[src/rtl/alu_operand_stage.sv]
// alu_operand_stage: regfile, A/B latches, ALU operand muxes and ALUOut/flag capture (optional REGFILE_BYPASS_EN)
module alu_operand_stage #(
  parameter int WIDTH = 32,
  parameter int REG_ADDR_W = 5
) (
  input  logic                  clk,
  input  logic                  rst,
  input  logic [REG_ADDR_W-1:0] rs_addr,
  input  logic [REG_ADDR_W-1:0] rt_addr,
  input  logic                  reg_we,
  input  logic [REG_ADDR_W-1:0] reg_waddr,
  input  logic [WIDTH-1:0]      reg_wdata,
  input  logic                  ab_en,
  input  logic [1:0]            ALUSrcA,
  input  logic [1:0]            ALUSrcB,
  input  logic [WIDTH-1:0]      pc,
  input  logic [15:0]           imm16,
  input  logic                  ext_op,
  input  logic [4:0]            shamt,
  output logic [WIDTH-1:0]      num1,
  output logic [WIDTH-1:0]      num2,
  input  logic [WIDTH-1:0]      alu_result,
  input  logic                  alu_zero,
  input  logic                  alu_sign,
  input  logic                  out_en,
  output logic [WIDTH-1:0]      alu_out,
  output logic                  zero_q,
  output logic                  sign_q
);
  localparam int DEPTH = 2 ** REG_ADDR_W;
  logic [WIDTH-1:0] rf [DEPTH];
  logic [WIDTH-1:0] a, b, rd1, rd2, ext_imm;
  logic             wr_ok;
  assign wr_ok = reg_we && (reg_waddr != '0);
  always_ff @(posedge clk or posedge rst)
    if (rst)
      for (int i = 0; i < DEPTH; i++) rf[i] <= '0;
    else if (wr_ok)
      rf[reg_waddr] <= reg_wdata;
`ifdef REGFILE_BYPASS_EN
  // wr_ok already excludes register 0, so r0 is never forwarded
  assign rd1 = (wr_ok && reg_waddr == rs_addr) ? reg_wdata : rf[rs_addr];
  assign rd2 = (wr_ok && reg_waddr == rt_addr) ? reg_wdata : rf[rt_addr];
`else
  assign rd1 = rf[rs_addr];
  assign rd2 = rf[rt_addr];
`endif
  always_ff @(posedge clk or posedge rst)
    if (rst) begin
      a       <= '0;
      b       <= '0;
      alu_out <= '0;
      zero_q  <= 1'b0;
      sign_q  <= 1'b0;
    end else begin
      if (ab_en) begin
        a <= rd1;
        b <= rd2;
      end
      if (out_en) begin
        alu_out <= alu_result;
        zero_q  <= alu_zero;
        sign_q  <= alu_sign;
      end
    end
  assign ext_imm = ext_op ? {{(WIDTH-16){imm16[15]}}, imm16} : {{(WIDTH-16){1'b0}}, imm16};
  always_comb begin
    num1 = ALUSrcA == 2'b00 ? pc :
           ALUSrcA == 2'b01 ? a :
           ALUSrcA == 2'b10 ? {{(WIDTH-5){1'b0}}, shamt} : '0;
    num2 = ALUSrcB == 2'b00 ? b :
           ALUSrcB == 2'b01 ? WIDTH'(4) :
           ALUSrcB == 2'b10 ? ext_imm : {ext_imm[WIDTH-3:0], 2'b00};
  end
endmodule

[config.mk]
export PLATFORM = sky130hd
export DESIGN_NAME = alu_operand_stage
export DESIGN_NICKNAME = d
export VERILOG_FILES = /design/src/rtl/alu_operand_stage.sv
export SDC_FILE = /design/constraint.sdc
export NUM_CORES = 2
export LEC_CHECK = 0
export CAP_MARGIN = 10
export CORE_MARGIN = 1.5
export CORE_UTILIZATION = 51
export DETAILED_ROUTE_END_ITERATION = 6
export PLACE_DENSITY_LB_ADDON = 0.25
export REMOVE_ABC_BUFFERS = 1
export SYNTH_ARGS = -nofsm -noshare
export SYNTH_HDL_FRONTEND = slang
export SYNTH_SLANG_ARGS = --single-unit
[constraint.sdc]
create_clock -name clk -period 78.5 [get_ports clk]
set_input_delay 11.775 -clock clk [delete_from_list [all_inputs] [get_ports clk]]
set_output_delay 11.775 -clock clk [all_outputs]
set_load 0.02 [all_outputs]
==> flow_metrics.py <==
metrics = {
    "outcome": {
        "outcome": "complete, but fails checks",
        "violations": "DRC",
    },
    "floorplanning": {
        "row_count": 125,
        "num_io_pins": 242,
        "die_y_um": 346,
        "core_um2": 116000,
        "die_w_um": 346,
        "start_util_pct": 51.6,
        "die_area_um2": 120000,
    },
    "cts": {
        "cts_tree": "built",
        "post_cts_resized": 0,
        "clk_latency_ps": 730,
        "hold_buffers": 0,
        "clkSlewWorstSetupHoldPaths_ps": 50,
        "cts_inserted_buffers": 119,
        "cts_sinks": 1122,
        "cts_max_level": 3,
        "postCtsSetupBuffers": 0,
        "cts_root_buf": "clkbuf_16",
        "clock_path_buffers": 3,
    },
    "yosys": {
        "yosys.area_share.simple_pct": 1.59,
        "synth_cell_type_count": 30,
        "synth_top_family_by_area": "multiplexers",
        "ys_seq_elements": 1122,
        "synth_compound_gate_area_share_pct": 8.91,
        "avgSynthCellArea_um2": 12.6,
        "syn_area_um2": 60000,
        "ys_warn_count": 0,
        "synth_cells": 4771,
        "synthTopCellsByArea": "dfrtp_1 (47%), mux2_2 (20%), mux2i_1 (18%)",
        "seq_area_frac_synth_pct": 46.8,
        "synth.top_cell.area_share_pct": 46.8,
        "synth_largest_area_cell": "dfrtp_1",
        "synthMuxAreaShare_pct": 38.3,
        "synthXorXnorAreaFrac_pct": 0,
        "synth-adder-area-share_pct": 0,
    },
    "global_routing": {
        "antenna_found_initial": 2,
        "grtUsageTotal_pct": 30.6,
        "grt_pass1_wl_mm": 277,
        "grt_pass1_vias": 41900,
        "overflow": 0,
        "grt_start_max_net_pins": 158,
    },
    "critical_path": {
        "worst_setup_path_end_kind": "primary output",
        "cp_max_fo": 28,
        "reg2reg_from": "rf[842]$_DFFE_PP0P_",
        "critPathLaunch": "ALUSrcB[0]",
        "worstSetupPathType": "input port to primary output",
        "required_ps": 66730,
        "arrival_ps": 14430,
        "startpoint_type": "input port",
    },
    "routing": {
        "drtIter0Drc": 4029,
        "drtPass1Iterations": 7,
        "route.antenna.remaining_nets": 0,
        "vias": 41500,
        "drc_errors": 1,
        "vias_per_cell": 6.55,
        "wl_per_cell_um": 29.4,
        "totalWireLength_mm": 187,
    },
    "placed_design": {
        "port_buffers": 241,
        "dp_hpwl_mm": 98.0,
        "gp_congestion": 0.794,
    },
    "timing": {
        "min_period_ps": 26210,
        "drv_slew": 0,
        "finalHoldViolCount": 0,
        "rsz0062_at_grt": "no",
        "clock-skew-final_ps": 29.1,
        "tns_ps": 0,
        "fin_crit_sh_pct": 33.4,
        "relSlewSlack_pct": 19.5,
        "tightest_slew_ps": 1210,
        "setup_violations": 0,
        "fmax_mhz": 38.2,
    },
    "flow_run": {
        "cap_violations": 0,
    },
    "power_and_ir_drop": {
        "ir_worst_vdd_mv": 0.0185,
        "powerDensity_nw_per_um2": 25.0,
        "p_leak_nw": 30.8,
    },
    "cells_and_area": {
        "fillerInstances": 9643,
        "fin_util_pct": 57.3,
        "drive_above_1_share_pct": 29.3,
        "area_delta_synth_final_pct": 11.1,
        "final_nets": 4869,
    },
    "min_path": {
        "hold_start": "rf[1012]$_DFFE_PP0P_",
        "hold_class": "flop to flop",
    },
}
[power by group]
group / leakage (nW) / internal, mW / switching, mW
logic: 14.5 / 0.172 / 0.152
clock network: 1.94 / 0.338 / 0.236
registers: 14.3 / 0.687 / 0.0802
total: 30.8 / 1.20 / 0.468
[routing by layer]
layer | global-route usage (%) | wire, um | up-vias
li1 | - | - | 17700
met1 | 41.3 | 79700 | 21700
met2 | 49.6 | 87000 | 1658
met3 | 5.01 | 12400 | 427
met4 | 11.6 | 7530 | 0
met5 | 0 | 0 | -
[path summary, 6_finish.rpt]
kind / to / depth (start not counted) / slack, ps
setup / recovery: num2[27] / 5 / 52290
setup reg to reg: a[10]$_DFFE_PP0P_ / 5 / 76340
max in group asynchronous: rf[457]$_DFFE_PP0P_ / 6 / 63010
hold / removal: rf[1012]$_DFFE_PP0P_ / 0 / 400
min in group asynchronous: a[30]$_DFFE_PP0P_ / 2 / 11540
hold reg to reg: rf[1012]$_DFFE_PP0P_ / 0 / 400
[cell type report]
cell class                 instances  area (um2)  share of cell area, %
antenna                            1        2.50                0.00376
clock buffer                     178        3500                   5.25
clock inverter                    33         447                  0.670
tap                             1524        1910                   2.86
multi-input combinational       3148       29500                   44.3
inverter                           2        15.0                 0.0225
timing repair buffer             332        3140                   4.72
sequential                      1122       28100                   42.1
[metrics by stage]
step	setup WS, ps	std cells	power [mW]	hold slack [ps]	area, um2
2_1_floorplan	35130	4272	0.983	373	57400
3_3_place_gp	52290	6127	1.08	384	62700
3_5_place_dp	52260	6127	1.09	388	62700
4_1_cts	52260	6338	1.67	400	66600
5_1_grt	52160	6339	1.74	408	66600
6_report	52290	6340	1.66	397	66600
[synth_stat cells]
cell and n:
a21o_1 14, a21oi_1 258, a22oi_1 512, and2_1 2, and3_1 2, and3b_1 1
buf_1 32, buf_2 91, buf_4 95, buf_6 34, clkbuf_1 246, clkbuf_4 1
dfrtp_1 1122, inv_1 2, mux2_1 9, mux2_2 1081, mux2i_1 1072, nand2_1 37
nand2b_1 4, nand3_1 3, nand3b_1 4, nor2_1 45, nor2_4 4, nor2b_1 5
nor3_1 2, nor3b_1 4, nor4_1 64, o21ai_0 21, or2_2 3, or3b_2 1
[sequential cells by signal (all words and copies together), names as in the netlist]
signal   count
rf        1024
a           32
alu_out     32
b           32
sign_q       1
zero_q       1
[cell usage in the layout (no fill, tap or decap), types with 9 or more instances in the layout]
| master | synthesis | final |
|---|---|---|
| dfrtp_1 | 1122 | 1122 |
| mux2_2 | 1081 | 1081 |
| mux2i_1 | 1072 | 1072 |
| a22oi_1 | 512 | 512 |
| a21oi_1 | 258 | 258 |
| clkdlybuf4s50_1 | 0 | 236 |
| clkbuf_16 | 0 | 120 |
| buf_4 | 95 | 88 |
| nor4_1 | 64 | 64 |
| nor2_1 | 45 | 30 |
| clkbuf_1 | 246 | 30 |
| clkbuf_8 | 0 | 28 |
| o21ai_0 | 21 | 21 |
| nand2_1 | 37 | 20 |
| nor2_4 | 4 | 19 |
| clkinv_2 | 0 | 16 |
| a21o_1 | 14 | 14 |
| nand2_2 | 0 | 10 |
| bufinv_16 | 0 | 10 |
| mux2_1 | 9 | 9 |
[cells by family (layout without fill, tap and decap cells)]
group,after synthesis,count (layout)
flip-flops,1122,1122
other,0,1
multiplexers,2162,2162
buffers and inverters,501,545
AO/OA/AOI/OAI,805,805
AND/OR/NAND/NOR,181,181
[critical path, stage by stage]
cell             delay, ps
clkdlybuf4s50_1        970
nor2_4                 240
buf_4                  490
a21o_1                 210
clkdlybuf4s50_1        610
Power figures use the tool's default switching activity.
